===== config.mk =====
export PLATFORM = sky130hd
export DESIGN_NAME = score_keeper
export DESIGN_NICKNAME = d
export VERILOG_FILES = /design/src/rtl/score_pkg.sv /design/src/rtl/bcd_add_sat.sv /design/src/rtl/score_keeper.sv
export SDC_FILE = /design/constraint.sdc
export NUM_CORES = 1
export LEC_CHECK = 0
export BUFFER_PORTS_ARGS = -buffer_cell sky130_fd_sc_hd__buf_2
export CAP_MARGIN = 5
export CORE_ASPECT_RATIO = 1.5
export CORE_MARGIN = 4
export CORE_UTILIZATION = 49
export CTS_CLUSTER_SIZE = 24
export DETAILED_ROUTE_END_ITERATION = 8
export GPL_TIMING_DRIVEN = 0
export PLACE_DENSITY = 0.66
export SLEW_MARGIN = 10
export SYNTH_ARGS = -nofsm -noshare
export SYNTH_HDL_FRONTEND = slang
export SYNTH_SLANG_ARGS = --single-unit

===== constraint.sdc =====
create_clock -name Clk -period 5.66 [get_ports Clk]
set_input_delay 0.566 -clock Clk [delete_from_list [all_inputs] [get_ports Clk]]
set_output_delay 0.566 -clock Clk [all_outputs]
set_load 0.01 [all_outputs]

===== src/rtl/score_pkg.sv =====
// Shared types and constants for the score keeper.
package score_pkg;

  localparam int unsigned BCD_W = 4;

  // Three packed BCD digits: [2]=hundreds, [1]=tens, [0]=ones
  typedef logic [2:0][BCD_W-1:0] bcd3_t;

  localparam bcd3_t SCORE_MAX = 12'h999;

endpackage


===== src/rtl/bcd_add_sat.sv =====
// Three-digit BCD adder: a + 1 (or + 2 when two is set), saturating at 999.
module bcd_add_sat
  import score_pkg::*;
(
  input  bcd3_t a,
  input  logic  two,
  output bcd3_t sum
);

  logic [BCD_W:0] d;
  logic [1:0]     c;
  bcd3_t          res;

  // Ripple the increment through the digits; a carry out of hundreds saturates
  always_comb begin
    d   = '0;
    res = '0;
    c   = two ? 2'd2 : 2'd1;
    for (int unsigned i = 0; i < 3; i++) begin
      d = {1'b0, a[i]} + (BCD_W+1)'(c);
      if (d > (BCD_W+1)'(9)) begin
        d = d - (BCD_W+1)'(10);
        c = 2'd1;
      end else begin
        c = 2'd0;
      end
      res[i] = d[BCD_W-1:0];
    end
    sum = (c != 2'd0) ? SCORE_MAX : res;
  end

endmodule


===== src/rtl/score_keeper.sv =====
// Two-player BCD score keeper with frame-synchronous display registers.
// Optional combo (double points after STREAK_LEN consecutive hits) is
// enabled by defining SCORE_COMBO_EN.
module score_keeper
  import score_pkg::*;
#(
  parameter int unsigned STREAK_LEN = 10
) (
  input  logic        Clk,
  input  logic        Reset,
  input  logic        frame_clk,
  input  logic        clear,
  input  logic        p1_hit,
  input  logic        p2_hit,
  input  logic        p1_miss,
  input  logic        p2_miss,
  output logic [11:0] p1_digits,
  output logic [11:0] p2_digits,
  output logic        p1_full,
  output logic        p2_full
);

  logic [1:0] hit;
  logic [1:0] miss;
  logic [1:0] two;
  bcd3_t      work [2];
  bcd3_t      disp [2];
  bcd3_t      next [2];

  logic frame_clk_q;
  logic edge_block;
  logic frame_edge;

  assign hit  = {p2_hit, p1_hit};
  assign miss = {p2_miss, p1_miss};

  for (genvar g = 0; g < 2; g++) begin : g_player
    bcd_add_sat u_add (
      .a   (work[g]),
      .two (two[g]),
      .sum (next[g])
    );
  end

`ifdef SCORE_COMBO_EN
  localparam int unsigned STREAK_W = $clog2(STREAK_LEN + 1);

  logic [STREAK_W-1:0] streak [2];

  // Per-player streak: saturates at STREAK_LEN, any miss clears it
  always_ff @(posedge Clk) begin
    for (int unsigned i = 0; i < 2; i++) begin
      if (Reset || clear) begin
        streak[i] <= '0;
      end else if (miss[i]) begin
        streak[i] <= '0;
      end else if (hit[i] && (streak[i] != STREAK_W'(STREAK_LEN))) begin
        streak[i] <= streak[i] + 1'b1;
      end
    end
  end

  // Double points once the streak preceding this hit has reached STREAK_LEN
  always_comb begin
    two = '0;
    for (int unsigned i = 0; i < 2; i++) begin
      two[i] = (streak[i] == STREAK_W'(STREAK_LEN));
    end
  end
`else
  logic unused_streak_len;
  assign unused_streak_len = ^STREAK_LEN;

  // Single points only
  always_comb begin
    two = '0;
  end
`endif

  // edge_block suppresses the edge a frame_clk held high across reset release
  // would otherwise produce; it drops once frame_clk is seen low.
  assign frame_edge = frame_clk & ~frame_clk_q & ~edge_block;

  // Frame strobe synchroniser and post-reset edge mask
  always_ff @(posedge Clk) begin
    if (Reset) begin
      frame_clk_q <= 1'b0;
      edge_block  <= frame_clk;
    end else begin
      frame_clk_q <= frame_clk;
      edge_block  <= edge_block & frame_clk;
    end
  end

  // Working counters: clear beats hits; display captures pre-hit value
  always_ff @(posedge Clk) begin
    for (int unsigned i = 0; i < 2; i++) begin
      if (Reset || clear) begin
        work[i] <= '0;
        disp[i] <= '0;
      end else begin
        if (hit[i]) begin
          work[i] <= next[i];
        end
        if (frame_edge) begin
          disp[i] <= work[i];
        end
      end
    end
  end

  assign p1_digits = disp[0];
  assign p2_digits = disp[1];
  assign p1_full   = (work[0] == SCORE_MAX);
  assign p2_full   = (work[1] == SCORE_MAX);

endmodule


==> impl_metrics.py <==
metrics = {
    "setup_path": {
        "cp.arrival_ps": 5430,
        "cp_slowest_cell": "edfxtp_1",
        "critPathCaptureType": "flop",
        "cp.required_ps": 5840,
        "r2r-end": "work[0][6]$_SDFFCE_PN0P_",
        "reg2reg_from": "work[0][0]$_SDFFCE_PN0P_",
        "cp_top_family": "adder cells",
        "cp.buffers_inverters": 1,
        "endpoint": "work[0][6]$_SDFFCE_PN0P_",
        "reg2reg_depth": 21,
        "critPathMaxFanout": 9,
        "startpoint": "work[0][0]$_SDFFCE_PN0P_",
        "crit_top_cell": "ha_1",
        "max_stage_delay_ps": 510,
        "worst-path-stages": 21,
        "start_kind": "flop",
        "rrSetupSlack_ps": 410,
        "path_class": "reg2reg",
        "crit_chain": "ha_1 -> nand2b_1 -> nor2b_1 -> ha_1 -> nand3b_1 -> a22o_1 -> o221ai_2 -> ha_1 -> ha_1 -> xnor2_1 -> ha_1 -> a21bo_1 -> a31o_1 -> or2_2 -> ha_1 -> ha_1 -> inv_1 -> a21oi_1 -> o22ai_2 -> nand3_2 -> o21ba_1",
    },
    "cts": {
        "clk_latency_ps": 300,
        "cts_resized": 0,
        "cts_tree": "done",
        "cts_inserted_buffers": 5,
        "cts_max_level": 2,
        "cts-root-buf": "clkbuf_8",
        "cts.path.max_buffers": 2,
        "path_clk_slew_ps": 90,
        "ctsHoldBuffers": 0,
        "cts.sinks": 50,
        "post-cts-setup-buffers": 0,
    },
    "synth": {
        "synthMuxAreaShare_pct": 0.339,
        "synth_top_area_share_pct": 48.8,
        "ys_types": 53,
        "ys_top_cells_by_area": "edfxtp_1, ha_1, and2_1",
        "synth_xor_xnor_area_share_pct": 3.56,
        "synthesis.area_sq_um": 2950,
        "ys_seq_elements": 50,
        "synth_top_area_cell": "edfxtp_1",
        "synth_fa_ha_area_share_pct": 9.32,
        "synth_top_family_by_area": "simple AND/OR/NAND/NOR gates",
        "synth_enable_flop_cells": 48,
        "yosysWarnings": 0,
        "synth-simple-area-share_pct": 18.3,
        "syn_nets": 300,
        "synth_cells": 270,
        "yosys_most_used_dff": "edfxtp_1",
        "synth-compound-area-share_pct": 15.0,
        "synthArstFlopShare_pct": 0,
        "yosysSeqAreaShare_pct": 50.1,
        "avgSynthCellArea_sq_um": 10.9,
    },
    "floorplanning": {
        "fp.dieH_um": 103,
        "die_x_um": 71.4,
        "coreArea_sq_um": 5830,
        "initial_core_util_pct": 50.7,
        "std_cell_rows": 34,
        "die_area_sq_um": 7360,
        "io_pins": 34,
    },
    "timing": {
        "fin_ws_ps": 411,
        "min_period_ps": 5250,
        "grt_setup_unrepaired": "false",
        "hold_viol": 0,
        "setup_total_negative_slack_ps": 0,
        "clock_skew_ps": 12.0,
        "slew_headroom_pct": 32.5,
        "timing.fmax_mhz": 191,
        "post-route-period-util_pct": 92.7,
        "setup_viol": 0,
        "tightestPinTransition_ps": 1010,
        "maxSlewViolCount": 0,
    },
    "hold_path": {
        "hold_class": "reg2reg",
        "min_from": "edge_block$_DFF_P_",
        "hold_path_depth": 1,
    },
    "finish": {
        "area_delta_synth_final_pct": 11.1,
        "final_common_cell": "edfxtp_1",
        "seqCellArea_sq_um": 1480,
        "layout_common_cells": "edfxtp_1, buf_2, a21oi_1",
        "final_util_pct": 56.3,
        "num_antenna_cells": 0,
        "multiInputGateArea_sq_um": 1380,
        "nets": 336,
        "num-fill-cells": 510,
        "drive_gt1_share_pct": 16.0,
    },
    "detailed_routing": {
        "antenna_left": 0,
        "viasPerCell": 5.61,
        "wl_per_cell_um": 15.2,
        "drt_iter0_drc": 134,
        "drtPass1Iterations": 4,
        "dr_total_vias": 2127,
        "drcViolationCount": 0,
        "drt_wl_total_um": 5770,
    },
    "power": {
        "p_sw_uw": 193,
        "clock_power_share_pct": 27.3,
        "power_frac_seq_pct": 58.9,
        "p_comb_share_pct": 13.8,
        "peakVddDrop_v": 0.000165,
        "total_power_uw": 742,
        "power_leakage_uw": 0.00135,
        "internal_power_uw": 549,
        "swShare_pct": 26.0,
        "p_per_area_nw_per_um2": 226,
    },
    "global_routing": {
        "track_usage_pct": 16.3,
        "grt_overflow": 0,
        "grt_pass1_vias": 2007,
        "grt_max_degree": 25,
        "antenna_found_initial": 0,
        "grt_pass1_wl_um": 9370,
    },
    "placed_design": {
        "gp_congestion": 0.863,
        "dp_slack_ps": 180,
        "io_buffers": 30,
        "hpwl_um": 4450,
    },
    "flow_run": {
        "max_cap_viol_count": 0,
    },
    "outcome": {
        "status": "complete, no violations",
    },
}
-- worst min path at each step --
stage	end	slack [ps]
final	edge_block$_DFF_P_	470
after global routing	edge_block$_DFF_P_	490
after global placement	edge_block$_DFF_P_	440
after CTS	edge_block$_DFF_P_	470
after floorplan	edge_block$_DFF_P_	430
after detailed placement	edge_block$_DFF_P_	450
-- synthesized netlist by cell type (2+ instances only) --
cell      instances
a211o_1           3
a211oi_1          2
a21oi_1          23
a22o_1            2
and2_1           20
and3_1            2
buf_2             3
clkbuf_1          4
dfxtp_1           2
edfxtp_1         48
ha_1             22
inv_1            18
nand2_1          19
nand2b_1          6
nand3_1           8
nor2_1           10
nor2b_1           3
nor3_1            8
nor3_2            2
nor4_1            6
o21a_1            5
o21ai_0           8
o21ba_1           2
o221ai_1          2
o22ai_1           2
or3_1             3
xnor2_1           9
xor2_1            3
-- layer usage --
metal	up-vias	share of wire, %	track usage, %
li1	1067	-	-
met1	1025	39	17.1
met2	26	56	31.9
met3	9	2.9	2.93
met4	0	1.6	5.50
met5	-	0	0
-- sequential cells by signal, summed over array words and instances (netlist names) --
register / flops
edge_block: 1
frame_clk_q: 1
work: 24
disp: 24
-- per-stage QoR --
step,instance area (sq um),hold slack [ps],instances
after floorplan,2950,429,270
after global placement,3190,437,372
after detailed placement,3190,449,372
after CTS,3280,472,380
after global routing,3280,494,379
final,3280,468,379
-- cell families after synthesis --
| group | after synthesis |
|---|---|
| flops | 50 |
| buf+inv | 25 |
| fa+ha+maj | 22 |
| mux | 1 |
| simple gates | 97 |
| compound gates | 63 |
| xor+xnor | 12 |
-- final cells by class --
class | instances | area share [%]
clock buffers | 5 | 2.10
well taps | 72 | 2.74
plain buffers | 6 | 0.800
flip-flops and latches | 50 | 45.1
repair buffers | 30 | 4.57
multi-input cells | 195 | 42.1
inverters | 18 | 2.06
clock inverters | 3 | 0.495
-- power by group through the flow --
stage	Sequential (uW)	Clock (uW)	Combinational [uW]
floorplan	447	0	68.6
global placement	445	0	100
detailed placement	446	0	102
CTS	437	205	103
global route	440	217	114
finish	437	203	102
Power figures use the tool's default switching activity.
